===== src/rtl/serial_pkg.sv =====
// serial_pkg: FSM state encoding and default operand width for serial_subtractor
package serial_pkg;
  localparam int DEF_WIDTH = 8;
  typedef enum logic [1:0] {IDLE = 2'd0, SHIFT = 2'd1, FINISH = 2'd2} state_t;
endpackage


===== src/rtl/full_subtractor.sv =====
// full_subtractor: one-bit a - b - bin cell
module full_subtractor (
  input  logic a,
  input  logic b,
  input  logic bin,
  output logic diff,
  output logic bout
);
  assign diff = a ^ b ^ bin;
  assign bout = (~a & b) | (~(a ^ b) & bin);
endmodule


===== src/rtl/serial_subtractor.sv =====
// serial_subtractor: bit-serial a - b, LSB first; SERIAL_SUB_BIN_EN adds a borrow-in port bin
module serial_subtractor
  import serial_pkg::*;
#(
  parameter int WIDTH = DEF_WIDTH
) (
  input  logic             clk,
  input  logic             rst,
  input  logic             start,
  input  logic [WIDTH-1:0] a,
  input  logic [WIDTH-1:0] b,
`ifdef SERIAL_SUB_BIN_EN
  input  logic             bin,
`endif
  output logic             busy,
  output logic             done,
  output logic [WIDTH-1:0] d,
  output logic             bout
);
  localparam int CW = $clog2(WIDTH);
  state_t state, nxt;
  logic [WIDTH-1:0] sa, sb, sr;
  logic [CW-1:0] cnt;
  logic brw, bin0, fd, fb, last;
`ifdef SERIAL_SUB_BIN_EN
  assign bin0 = bin;
`else
  assign bin0 = 1'b0;
`endif
  full_subtractor fs (.a(sa[0]), .b(sb[0]), .bin(brw), .diff(fd), .bout(fb));
  assign last = cnt == CW'(WIDTH - 1);
  always_comb begin
    nxt = state == IDLE ? (start ? SHIFT : IDLE) : state == SHIFT ? (last ? FINISH : SHIFT) : IDLE;
    busy = state != IDLE;
    done = state == FINISH;
  end
  // d/bout are only written on the last shift so partial results never show
  always_ff @(posedge clk) begin
    if (rst) begin
      state <= IDLE;
      sa <= '0;
      sb <= '0;
      sr <= '0;
      cnt <= '0;
      brw <= 1'b0;
      d <= '0;
      bout <= 1'b0;
    end else begin
      state <= nxt;
      if (state == IDLE && start) begin
        sa <= a;
        sb <= b;
        cnt <= '0;
        brw <= bin0;
      end else if (state == SHIFT) begin
        sa <= sa >> 1;
        sb <= sb >> 1;
        sr <= {fd, sr[WIDTH-1:1]};
        cnt <= cnt + 1'b1;
        brw <= fb;
        if (last) begin
          d <= {fd, sr[WIDTH-1:1]};
          bout <= fb;
        end
      end
    end
  end
endmodule


===== config.mk =====
export PLATFORM = sky130hd
export DESIGN_NAME = serial_subtractor
export DESIGN_NICKNAME = d
export VERILOG_FILES = /design/src/rtl/serial_pkg.sv /design/src/rtl/full_subtractor.sv /design/src/rtl/serial_subtractor.sv
export SDC_FILE = /design/constraint.sdc
export NUM_CORES = 1
export LEC_CHECK = 0
export ABC_AREA = 1
export CORE_MARGIN = 8
export CORE_UTILIZATION = 53
export CTS_BUF_LIST = sky130_fd_sc_hd__clkbuf_4
export CTS_CLUSTER_SIZE = 25
export DETAILED_ROUTE_END_ITERATION = 12
export PLACE_DENSITY_LB_ADDON = 0.15
export SKIP_CTS_REPAIR_TIMING = 1
export SLEW_MARGIN = 40
export SYNTH_ARGS = -nofsm -noshare
export SYNTH_HDL_FRONTEND = slang
export SYNTH_SLANG_ARGS = --single-unit

===== constraint.sdc =====
create_clock -name clk -period 2.2 [get_ports clk]
set_input_delay 0.44 -clock clk [delete_from_list [all_inputs] [get_ports clk]]
set_output_delay 0.44 -clock clk [all_outputs]
set_load 0.02 [all_outputs]

==> results.yml <==
floorplanning:
  fp.dieW_um: 73.1
  fp.dieH_um: 73.1
  floorplan.rows: 20
  coreArea_mm2: 0.00308
  top_level_ports: 30
  initial_utilization_pct: 56.1
  total_die_area_mm2: 0.00534
sta:
  layout_min_cycle_time_ns: 2.09
  setup-tns-final_ns: 0
  post-route-period-util_pct: 95.0
  setup_repair_after_global_routing_missed_its_margin: "false"
  hold_viol: 0
  max-slew-margin-rel_pct: 69.3
  timing_max_transition_violations_final: 0
  maximum_clock_frequency_mhz: 479
  final.setup_skew_ns: 0.0112
  timing_worst_slew_pin_value_ns: 0.459
  final-setup-viol-count: 0
place:
  final_wtd_congestion: 0.779
  placed_cells: 303
  post-dp-hpwl_um: 2480
  place.port_buffers: 29
power:
  cellPowerDensity_mw_per_mm2: 715
  leakagePower_nw: 0.969
  vdd.ir_drop.worst_uv: 499
job:
  cap_violations: 0
synth:
  synth.avg_cell_area_um2: 7.29
  postSynthRegisterBits: 38
  yosys.area.top_type: "sky130_fd_sc_hd__dfxtp_1"
  synthDominantCellAreaShare_pct: 44.1
  synth-seq-area-share_pct: 44.1
  post_synth_main_area_contributors: "sky130_fd_sc_hd__dfxtp_1, sky130_fd_sc_hd__nand2_1, sky130_fd_sc_hd__nand3_1"
  ys_types: 21
  netlist_area_mm2: 0.00173
  synth_fp_nets: 259
  yosysWarnings: 0
  synthCells: 237
clocking:
  clock_sink_count: 38
  clock_insertion_delay_worst_skew_ns: 0.34
  ctsRootBufferMaster: "sky130_fd_sc_hd__clkbuf_4"
  cts_tree: "yes"
  cts.reportedPaths.clkPinSlew_ns: 0.11
  cts_buffers: 5
  cts-htree-levels: 2
  cts.path.max_buffers: 2
detailed_routing:
  detail_route.first_pass.iterations: 4
  route.detailed.vias_per_inst: 4.83
  first_iter_violations: 156
  dr_wl_cell_um: 11.4
  num_vias: 1503
  route.final.wire_length_um: 3550
  drtAntennaViolNets: 0
  remaining_drc_errors: 0
finish:
  leading_cell_type_in_the_layout_fill_and_taps_excluded: "sky130_fd_sc_hd__nand2_1"
  post_route_cells_drive_above_1_share_pct: 10.5
  num-nets-final: 288
  layoutNonFillerInstCount: 311
  finish.utilization_pct: 69.3
  antenna_cells_inserted: 0
  synthToLayoutAreaGrowth_pct: 23.6
  mostFrequentLayoutCells: "sky130_fd_sc_hd__nand2_1, sky130_fd_sc_hd__dfxtp_1, sky130_fd_sc_hd__nand3_1, sky130_fd_sc_hd__nor2_1, sky130_fd_sc_hd__clkdlybuf4s50_1"
critical_path:
  critical_path.max_fanout: 10
  kind_of_start_point_of_the_critical_path: "flop"
  crit_chain: "nor2_4, inv_1, clkdlybuf4s50_1"
  regToRegSetupSlack_ns: 0.71
  arrival_ns: 1.65
  data_required_time_of_the_critical_path_ns: 1.76
  end_kind: "primary output"
  criticalPathCategory: "reg -> out"
  max_stage_delay_ns: 0.60
  slowest_stage: "sky130_fd_sc_hd__clkdlybuf4s50_1"
global_routing:
  grt_start_max_net_pins: 20
  grt_antenna_before_repair: 0
  global_route_overflow: 0
  first_global_vias: 1387
  grtUsageTotal_pct: 14.0
  grt_pass1_wl_um: 6180
status:
  status: "complete, no violations"
min_path:
  hold_path_class: "reg -> reg"
-- kinds of logic (layout without fill, tap and decap cells) --
kind of cell / Yosys count / count (layout) / share of synthesized area [%]
compound gates: 34 / 34 / 12.0
flops: 38 / 38 / 44.1
simple gates: 122 / 122 / 30.2
xor+xnor: 1 / 1 / 0.507
fa+ha+maj: 3 / 3 / 2.61
buf+inv: 39 / 69 / 10.6
-- cell type report --
type	instances	area, µm²
Sequential cell	38	761
Clock inverter	3	63.8
Tap cell	44	55.1
Fill cell	291	945
Timing Repair Buffer	35	335
Inverter	26	97.6
Multi-Input combinational cell	160	783
Clock buffer	5	37.5
-- sequential cells by signal, summed over array words and instances (netlist names) --
register  cells
cnt           3
brw           1
sr            7
d             8
state         2
bout          1
sb            8
sa            8
-- layer usage --
layer | global-route usage (%) | share of wire [%] | vias up | wire length (µm)
li1 | - | - | 803 | -
met1 | 18.9 | 52 | 671 | 1840
met2 | 21.1 | 43 | 27 | 1510
met3 | 4.81 | 5.2 | 2 | 185
met4 | 2.67 | 0.37 | 0 | 13
met5 | 0 | 0 | - | 0
-- worst max-delay path: cells and delay by family, from the launching register on --
family                 cells  cell delay, ns
buffers and inverters      2            0.66
AND/OR/NAND/NOR            1            0.08
flip-flops                 1            0.58
-- cell usage after synthesis --
| library cell | n |
|---|---|
| sky130_fd_sc_hd__nand2_4 | 1 |
| sky130_fd_sc_hd__fa_1 | 1 |
| sky130_fd_sc_hd__buf_2 | 7 |
| sky130_fd_sc_hd__ha_1 | 2 |
| sky130_fd_sc_hd__o21ai_4 | 1 |
| sky130_fd_sc_hd__buf_6 | 2 |
| sky130_fd_sc_hd__o21ai_0 | 8 |
| sky130_fd_sc_hd__dfxtp_1 | 38 |
| sky130_fd_sc_hd__o21ai_1 | 7 |
| sky130_fd_sc_hd__xor2_1 | 1 |
| sky130_fd_sc_hd__a21oi_2 | 7 |
| sky130_fd_sc_hd__inv_1 | 23 |
| sky130_fd_sc_hd__clkbuf_2 | 1 |
| sky130_fd_sc_hd__nor2_1 | 29 |
| sky130_fd_sc_hd__nor2_4 | 2 |
| sky130_fd_sc_hd__nand2_1 | 58 |
| sky130_fd_sc_hd__nand2_2 | 1 |
| sky130_fd_sc_hd__inv_2 | 3 |
| sky130_fd_sc_hd__a21oi_1 | 11 |
| sky130_fd_sc_hd__buf_4 | 3 |
| sky130_fd_sc_hd__nand3_1 | 31 |
-- power breakdown --
| part | total (mW) | internal (mW) | switching [mW] |
|---|---|---|---|
| clock network | 0.576 | 0.350 | 0.226 |
| registers | 0.751 | 0.725 | 0.0256 |
| logic | 0.199 | 0.0883 | 0.111 |
-- through the flow --
| step | setup slack, ns | hold slack, ns | area, µm² | power (mW) |
|---|---|---|---|---|
| 2_1_floorplan | 0.825 | 0.439 | 1730 | 0.906 |
| 3_3_place_gp | 0.322 | 0.453 | 2030 | 0.961 |
| 3_5_place_dp | 0.281 | 0.456 | 2030 | 0.965 |
| 4_1_cts | 0.0874 | 0.472 | 2130 | 1.53 |
| 5_1_grt | 0.0226 | 0.488 | 2130 | 1.60 |
| 6_report | 0.111 | 0.471 | 2130 | 1.53 |
-- path summary, 6_finish.rpt --
| check | start | to | cells after the start |
|---|---|---|---|
| hold reg to reg | sb[5]$_SDFFE_PP0P_ | sb[5]$_SDFFE_PP0P_ | 2 |
| hold / removal | sb[5]$_SDFFE_PP0P_ | sb[5]$_SDFFE_PP0P_ | 2 |
| setup reg to reg | state[0]$_SDFF_PP0_ | d[3]$_SDFFE_PP0P_ | 5 |
| setup / recovery | state[0]$_SDFF_PP0_ | busy | 3 |
No activity file was read; power rests on OpenSTA's default activity.
